===== src/rtl/escalonador_ula.sv =====
// ---------------------------------------------------------------------------
// escalonador_ula
//
// Arbiter and sequencer that shares one ALU (ula) between two requesters.
// Each operation goes through three phases:
//   OCIOSO  - grant one valid requester and latch its op and operands
//   EXECUTA - drive the ALU from the latches and register saida/zero
//   ENTREGA - present the result to the owner until it is accepted
// An illegal op code skips EXECUTA and goes straight to ENTREGA with erro=1.
//
// Optional feature (compile-time macro):
//   ESCALONADOR_ULA_RR_EN  defined   -> round-robin arbitration on ties
//                          undefined -> fixed priority, requester 0 wins
//
// Parameters:
//   LARGURA         operand/result width in bits (default 32)
//
// Ports:
//   clock           rising-edge clock
//   reset           synchronous, active-low reset
//   reqX_valido     in   requester X has an operation pending
//   reqX_pronto     out  requester X is accepted this cycle
//   reqX_op         in   4-bit ALU control code
//   reqX_a/_b       in   operands
//   ula_entrada1/2  out  ALU operands (0 outside EXECUTA)
//   ula_controle    out  ALU control (0000 outside EXECUTA)
//   ula_saida       in   ALU result
//   ula_zero        in   ALU zero flag
//   resX_valido     out  result for requester X is available
//   resX_dado       out  result value
//   resX_zero       out  zero flag
//   resX_erro       out  illegal op flag
//   resX_aceito     in   requester X consumes the result
// ---------------------------------------------------------------------------
module escalonador_ula #(
    parameter int LARGURA = 32
) (
    input  logic               clock,
    input  logic               reset,

    input  logic               req0_valido,
    output logic               req0_pronto,
    input  logic [3:0]         req0_op,
    input  logic [LARGURA-1:0] req0_a,
    input  logic [LARGURA-1:0] req0_b,

    input  logic               req1_valido,
    output logic               req1_pronto,
    input  logic [3:0]         req1_op,
    input  logic [LARGURA-1:0] req1_a,
    input  logic [LARGURA-1:0] req1_b,

    output logic [LARGURA-1:0] ula_entrada1,
    output logic [LARGURA-1:0] ula_entrada2,
    output logic [3:0]         ula_controle,
    input  logic [LARGURA-1:0] ula_saida,
    input  logic               ula_zero,

    output logic               res0_valido,
    output logic [LARGURA-1:0] res0_dado,
    output logic               res0_zero,
    output logic               res0_erro,
    input  logic               res0_aceito,

    output logic               res1_valido,
    output logic [LARGURA-1:0] res1_dado,
    output logic               res1_zero,
    output logic               res1_erro,
    input  logic               res1_aceito
);

    typedef enum logic [1:0] {
        OCIOSO  = 2'd0,
        EXECUTA = 2'd1,
        ENTREGA = 2'd2
    } estado_t;

    localparam logic [3:0] OP_AND = 4'b0000;
    localparam logic [3:0] OP_OR  = 4'b0001;
    localparam logic [3:0] OP_ADD = 4'b0010;
    localparam logic [3:0] OP_SUB = 4'b0110;
    localparam logic [3:0] OP_SLT = 4'b0111;
    localparam logic [3:0] OP_NOR = 4'b1100;

    function automatic logic op_legal(input logic [3:0] op);
        logic ok;
        case (op)
            OP_AND, OP_OR, OP_ADD, OP_SUB, OP_SLT, OP_NOR: ok = 1'b1;
            default:                                      ok = 1'b0;
        endcase
        return ok;
    endfunction

    estado_t            estado;
    estado_t            proximo;

    // Latched request and registered result
    logic [3:0]         op_lat;
    logic [LARGURA-1:0] a_lat;
    logic [LARGURA-1:0] b_lat;
    logic               id_lat;
    logic [LARGURA-1:0] res_dado;
    logic               res_zero;
    logic               res_erro;

    // Arbitration
    logic               conc0;
    logic               conc1;
    logic               aceite;
    logic               id_sel;
    logic [3:0]         op_sel;
    logic [LARGURA-1:0] a_sel;
    logic [LARGURA-1:0] b_sel;
    logic               aceito_dono;

`ifdef ESCALONADOR_ULA_RR_EN
    // Requester favoured on the next tie: 0 -> req0, 1 -> req1
    logic               pref;
`endif

    // -----------------------------------------------------------------------
    // Grant logic. Only meaningful in OCIOSO; gated by reset so no requester
    // sees pronto while the block is being cleared.
    // -----------------------------------------------------------------------
    // NOTE: every signal written in an always_comb gets a default at the top;
    // a path that leaves one unassigned would infer a latch.
    always_comb begin
        conc0 = 1'b0;
        conc1 = 1'b0;
        if (estado == OCIOSO && reset) begin
`ifdef ESCALONADOR_ULA_RR_EN
            if (req0_valido && req1_valido) begin
                conc0 = ~pref;
                conc1 = pref;
            end else begin
                conc0 = req0_valido;
                conc1 = req1_valido;
            end
`else
            conc0 = req0_valido;
            conc1 = req1_valido & ~req0_valido;
`endif
        end
    end

    assign req0_pronto = conc0;
    assign req1_pronto = conc1;
    assign aceite      = conc0 | conc1;
    assign id_sel      = conc1;
    assign op_sel      = conc1 ? req1_op : req0_op;
    assign a_sel       = conc1 ? req1_a  : req0_a;
    assign b_sel       = conc1 ? req1_b  : req0_b;

    // Only the owner's accept can close ENTREGA
    assign aceito_dono = id_lat ? res1_aceito : res0_aceito;

    // -----------------------------------------------------------------------
    // Next-state logic
    // -----------------------------------------------------------------------
    always_comb begin
        proximo = estado;
        case (estado)
            OCIOSO: begin
                if (aceite) begin
                    proximo = op_legal(op_sel) ? EXECUTA : ENTREGA;
                end
            end
            EXECUTA: proximo = ENTREGA;
            ENTREGA: begin
                if (aceito_dono) begin
                    proximo = OCIOSO;
                end
            end
            default: proximo = OCIOSO;
        endcase
    end

    // -----------------------------------------------------------------------
    // State, latches and result register
    // -----------------------------------------------------------------------
    // NOTE: sequential state uses non-blocking assignments so every register
    // samples pre-edge values regardless of statement order.
    always_ff @(posedge clock) begin
        if (!reset) begin
            // NOTE: the data latches are cleared as well, not only the control
            // state, so a reset mid-operation leaves no stale operand or result
            // that a later change to the output gating could expose.
            estado   <= OCIOSO;
            op_lat   <= '0;
            a_lat    <= '0;
            b_lat    <= '0;
            id_lat   <= 1'b0;
            res_dado <= '0;
            res_zero <= 1'b0;
            res_erro <= 1'b0;
        end else begin
            estado <= proximo;
            case (estado)
                OCIOSO: begin
                    if (aceite) begin
                        op_lat <= op_sel;
                        a_lat  <= a_sel;
                        b_lat  <= b_sel;
                        id_lat <= id_sel;
                        if (!op_legal(op_sel)) begin
                            // Illegal op bypasses the ALU with a fixed result
                            res_dado <= '0;
                            res_zero <= 1'b0;
                            res_erro <= 1'b1;
                        end
                    end
                end
                EXECUTA: begin
                    res_dado <= ula_saida;
                    res_zero <= ula_zero;
                    res_erro <= 1'b0;
                end
                default: begin
                end
            endcase
        end
    end

`ifdef ESCALONADOR_ULA_RR_EN
    // The requester just served loses the next tie
    always_ff @(posedge clock) begin
        if (!reset) begin
            pref <= 1'b0;
        end else if (aceite) begin
            pref <= ~id_sel;
        end
    end
`endif

    // -----------------------------------------------------------------------
    // ALU drive: only in EXECUTA, zero otherwise
    // -----------------------------------------------------------------------
    always_comb begin
        ula_entrada1 = '0;
        ula_entrada2 = '0;
        ula_controle = 4'b0000;
        if (estado == EXECUTA) begin
            ula_entrada1 = a_lat;
            ula_entrada2 = b_lat;
            ula_controle = op_lat;
        end
    end

    // -----------------------------------------------------------------------
    // Result ports: each requester sees the result only while it owns it
    // -----------------------------------------------------------------------
    always_comb begin
        res0_valido = 1'b0;
        res0_dado   = '0;
        res0_zero   = 1'b0;
        res0_erro   = 1'b0;
        res1_valido = 1'b0;
        res1_dado   = '0;
        res1_zero   = 1'b0;
        res1_erro   = 1'b0;
        if (estado == ENTREGA) begin
            if (id_lat) begin
                res1_valido = 1'b1;
                res1_dado   = res_dado;
                res1_zero   = res_zero;
                res1_erro   = res_erro;
            end else begin
                res0_valido = 1'b1;
                res0_dado   = res_dado;
                res0_zero   = res_zero;
                res0_erro   = res_erro;
            end
        end
    end

endmodule


===== config.mk =====
export PLATFORM = sky130hd
export DESIGN_NAME = escalonador_ula
export DESIGN_NICKNAME = d
export VERILOG_FILES = /design/src/rtl/escalonador_ula.sv
export SDC_FILE = /design/constraint.sdc
export NUM_CORES = 1
export LEC_CHECK = 0
export ABC_AREA = 1
export CORE_ASPECT_RATIO = 1.4
export CORE_MARGIN = 8
export CORE_UTILIZATION = 35
export DETAILED_ROUTE_END_ITERATION = 10
export GPL_TIMING_DRIVEN = 0
export HOLD_SLACK_MARGIN = 0.12
export PLACE_DENSITY_LB_ADDON = 0.1
export SYNTH_ARGS = -nofsm -noshare
export SYNTH_HDL_FRONTEND = slang
export SYNTH_SLANG_ARGS = --single-unit

===== constraint.sdc =====
create_clock -name clock -period 5.2 [get_ports clock]
set_input_delay 1.3 -clock clock [delete_from_list [all_inputs] [get_ports clock]]
set_output_delay 1.3 -clock clock [all_outputs]
set_load 0.02 [all_outputs]

==> flow_summary.json <==
{
  "status": "complete, no violations",
  "synth_edf_count": 0,
  "synthArstFlopShare_pct": 0,
  "path_clk_slew_ns": 0.07,
  "syn2layout_area_growth_pct": 64.8,
  "fp.dieH_um": 167,
  "drv_slew": 0,
  "p_int_mw": 2.07,
  "r2r-start": "estado[1]$_SDFFE_PN0P_",
  "grt_pass1_vias": 6805,
  "fin_setup_tns_ns": 0,
  "avgRoutedWirePerCell_um": 15.0,
  "reg2reg_depth": 9,
  "worst_pin_slew_ns": 0.762,
  "drive_above_1_share_pct": 2.86,
  "critical_path_class": "in2out",
  "post_cts_buffers": 0,
  "period_needed_ns": 4.76,
  "synthFlopType": "dfxtp_1",
  "vdd_drop_max_v": 0.000237,
  "rsz0062_at_grt": "false",
  "cts_hold_buffers": 0,
  "crit_required_ns": 3.90,
  "power.total_mw": 3.57,
  "boundaryPins": 315,
  "synthesis.area_sq_mm": 0.00569,
  "clock_path_buffers": 2,
  "cts.sinks": 105,
  "r2r_slack_ns": 2.90,
  "place_area_sq_mm": 0.00908,
  "maxCapViolations": 0,
  "cts_resized": 0,
  "clockRootBuffer": "clkbuf_16",
  "yosysTopAreaCell": "dfxtp_1",
  "clkLatencyLatePin_ns": 0.35,
  "grt_pass1_wl_um": 35200,
  "syn-num-nets": 1140,
  "power_switching_mw": 1.50,
  "synth_common_cells": "317 x nor2_1, 148 x nand2_1, 119 x inv_1",
  "ys_warn_count": 0,
  "preCtsSetupSlack_ns": 0.120,
  "hp-class": "reg2reg",
  "cp-end-kind": "primary output",
  "power_density_mw_per_mm2": 381,
  "vias_per_cell": 4.55,
  "place.gp.congestion": 0.817,
  "fillers": 1637,
  "grt_max_degree": 17,
  "fmax_mhz": 210,
  "post-dp-hpwl_um": 18000,
  "finalInstanceArea_sq_mm": 0.00937,
  "rows": 55,
  "worstPathMaxFanout": 13,
  "avgSynthCellArea_sq_um": 5.89,
  "post-route-period-util_pct": 91.5,
  "holdWs_ns": 0.465,
  "io_buffers": 314,
  "leakage_nw": 3.60,
  "skew_ns": 0.0111,
  "cts_tree": "yes",
  "seqPwrFrac_pct": 31.9,
  "cp-endpoint": "req1_pronto",
  "cp.arrival_ns": 3.46,
  "netlist_top_cells_area": "dfxtp_1 37%, nor2_1 21%, nand2_1 9.8%",
  "start_kind": "primary input",
  "comb_power_share_pct": 48.9,
  "setup_viol_count_final": 0,
  "die_x_um": 124,
  "holdPathStages": 2,
  "yosysUniqueCellTypes": 22,
  "start_util_pct": 35.5,
  "hold_viol_final": 0,
  "core-area_sq_mm": 0.0160,
  "cp-startpoint": "req1_valido",
  "drc": 0,
  "drt_iter0_markers": 312,
  "synth.top_cell.area_share_pct": 37.0,
  "ant_nets": 0,
  "detail_route.first_pass.iterations": 4,
  "syn_inst": 965,
  "setup_ws_ns": 0.441,
  "synth.most_common_cell": "nor2_1",
  "ys_ff_latch": 105,
  "seq_area_frac_synth_pct": 37.0,
  "finalNetCount": 1464,
  "dieArea_sq_mm": 0.0206,
  "grtUsageTotal_pct": 21.5,
  "r2r-end": "res_dado[19]$_SDFFE_PN0P_",
  "cts_buffers": 9,
  "pwr-share-clk_pct": 19.1,
  "switching_share_pct": 41.9,
  "antenna_found_initial": 2,
  "relSlewSlack_pct": 49.2,
  "vias": 6799,
  "h-tree-depth": 3,
  "drt-total-wl_um": 22500,
  "grt_remaining_overflow": 0
}
## how the worst min path moves through the flow
stage | endpoint | from
6_report | a_lat[22]$_SDFFE_PN0P_ | a_lat[22]$_SDFFE_PN0P_
5_1_grt | a_lat[8]$_SDFFE_PN0P_ | a_lat[8]$_SDFFE_PN0P_
4_1_cts | a_lat[8]$_SDFFE_PN0P_ | a_lat[8]$_SDFFE_PN0P_
3_5_place_dp | b_lat[8]$_SDFFE_PN0P_ | b_lat[8]$_SDFFE_PN0P_
3_3_place_gp | op_lat[2]$_SDFFE_PN0P_ | op_lat[2]$_SDFFE_PN0P_
2_1_floorplan | op_lat[0]$_SDFFE_PN0P_ | op_lat[0]$_SDFFE_PN0P_
## per-stage QoR
step / cells / utilization [%]
2_1_floorplan: 965 / -
3_3_place_gp: 1478 / 56.6
5_1_grt: 1495 / 58.4
6_report: 1495 / 58.4
4_1_cts: 1494 / 58.4
3_5_place_dp: 1478 / 56.6
## metal layers
layer	vias up	track usage [%]	routed length (um)
li1	3582	-	-
met1	2979	21.8	8170
met2	214	39.0	11600
met3	24	8.02	2240
met4	0	7.04	435
met5	-	0	0
## placed cells by master (no fill, tap or decap), types with 3 or more instances in the layout
cell	Yosys	layout
buf_4	3	3
clkbuf_1	40	42
buf_6	4	4
dfxtp_1	105	105
nor2_1	317	317
buf_1	11	11
nand3_1	29	29
inv_1	119	119
clkdlybuf4s50_1	0	314
nand2_1	148	148
clkbuf_16	0	9
o21ai_0	66	66
inv_2	3	3
a21oi_1	96	96
nand4_1	4	4
buf_2	9	9
## logic make-up after synthesis
family                 count (synthesis)  synth area share [%]
flip-flops                           105                  37.0
AO/OA/AOI/OAI                        167                  15.1
AND/OR/NAND/NOR                      502                  34.4
buffers and inverters                191                  13.5
## power groups by stage
stage / registers, mW / logic, mW / clock network [mW]
after global routing: 1.17 / 1.98 / 0.739
after CTS: 1.14 / 1.77 / 0.699
after floorplan: 1.13 / 1.16 / 0
after global placement: 1.15 / 1.75 / 0
after detailed placement: 1.16 / 1.76 / 0
final: 1.14 / 1.75 / 0.683
## state kept, by name (all words and copies together), names as in the netlist
name	flops
estado	2
b_lat	32
op_lat	4
res_dado	32
a_lat	32
id_lat	1
res_zero	1
res_erro	1
## final cells by class
type	count	area (sq um)	share of cell area, %
Antenna cell	2	5.00	0.0534
Multi-Input combinational cell	669	2820	30.0
Tap cell	199	249	2.66
Inverter	124	465	4.97
Buffer	66	300	3.20
Sequential cell	105	2100	22.4
Clock buffer	12	236	2.52
Timing Repair Buffer	314	3140	33.5
Clock inverter	4	53.8	0.574
## worst max-delay path, cell delays in order
cell and delay [ns]:
clkdlybuf4s50_1 0.47, inv_1 0.05, nor2_2 0.19, nand3_4 0.15, inv_2 0.23, clkbuf_1 0.38
clkdlybuf4s50_1 0.69
(Power assumes the default switching activity.)
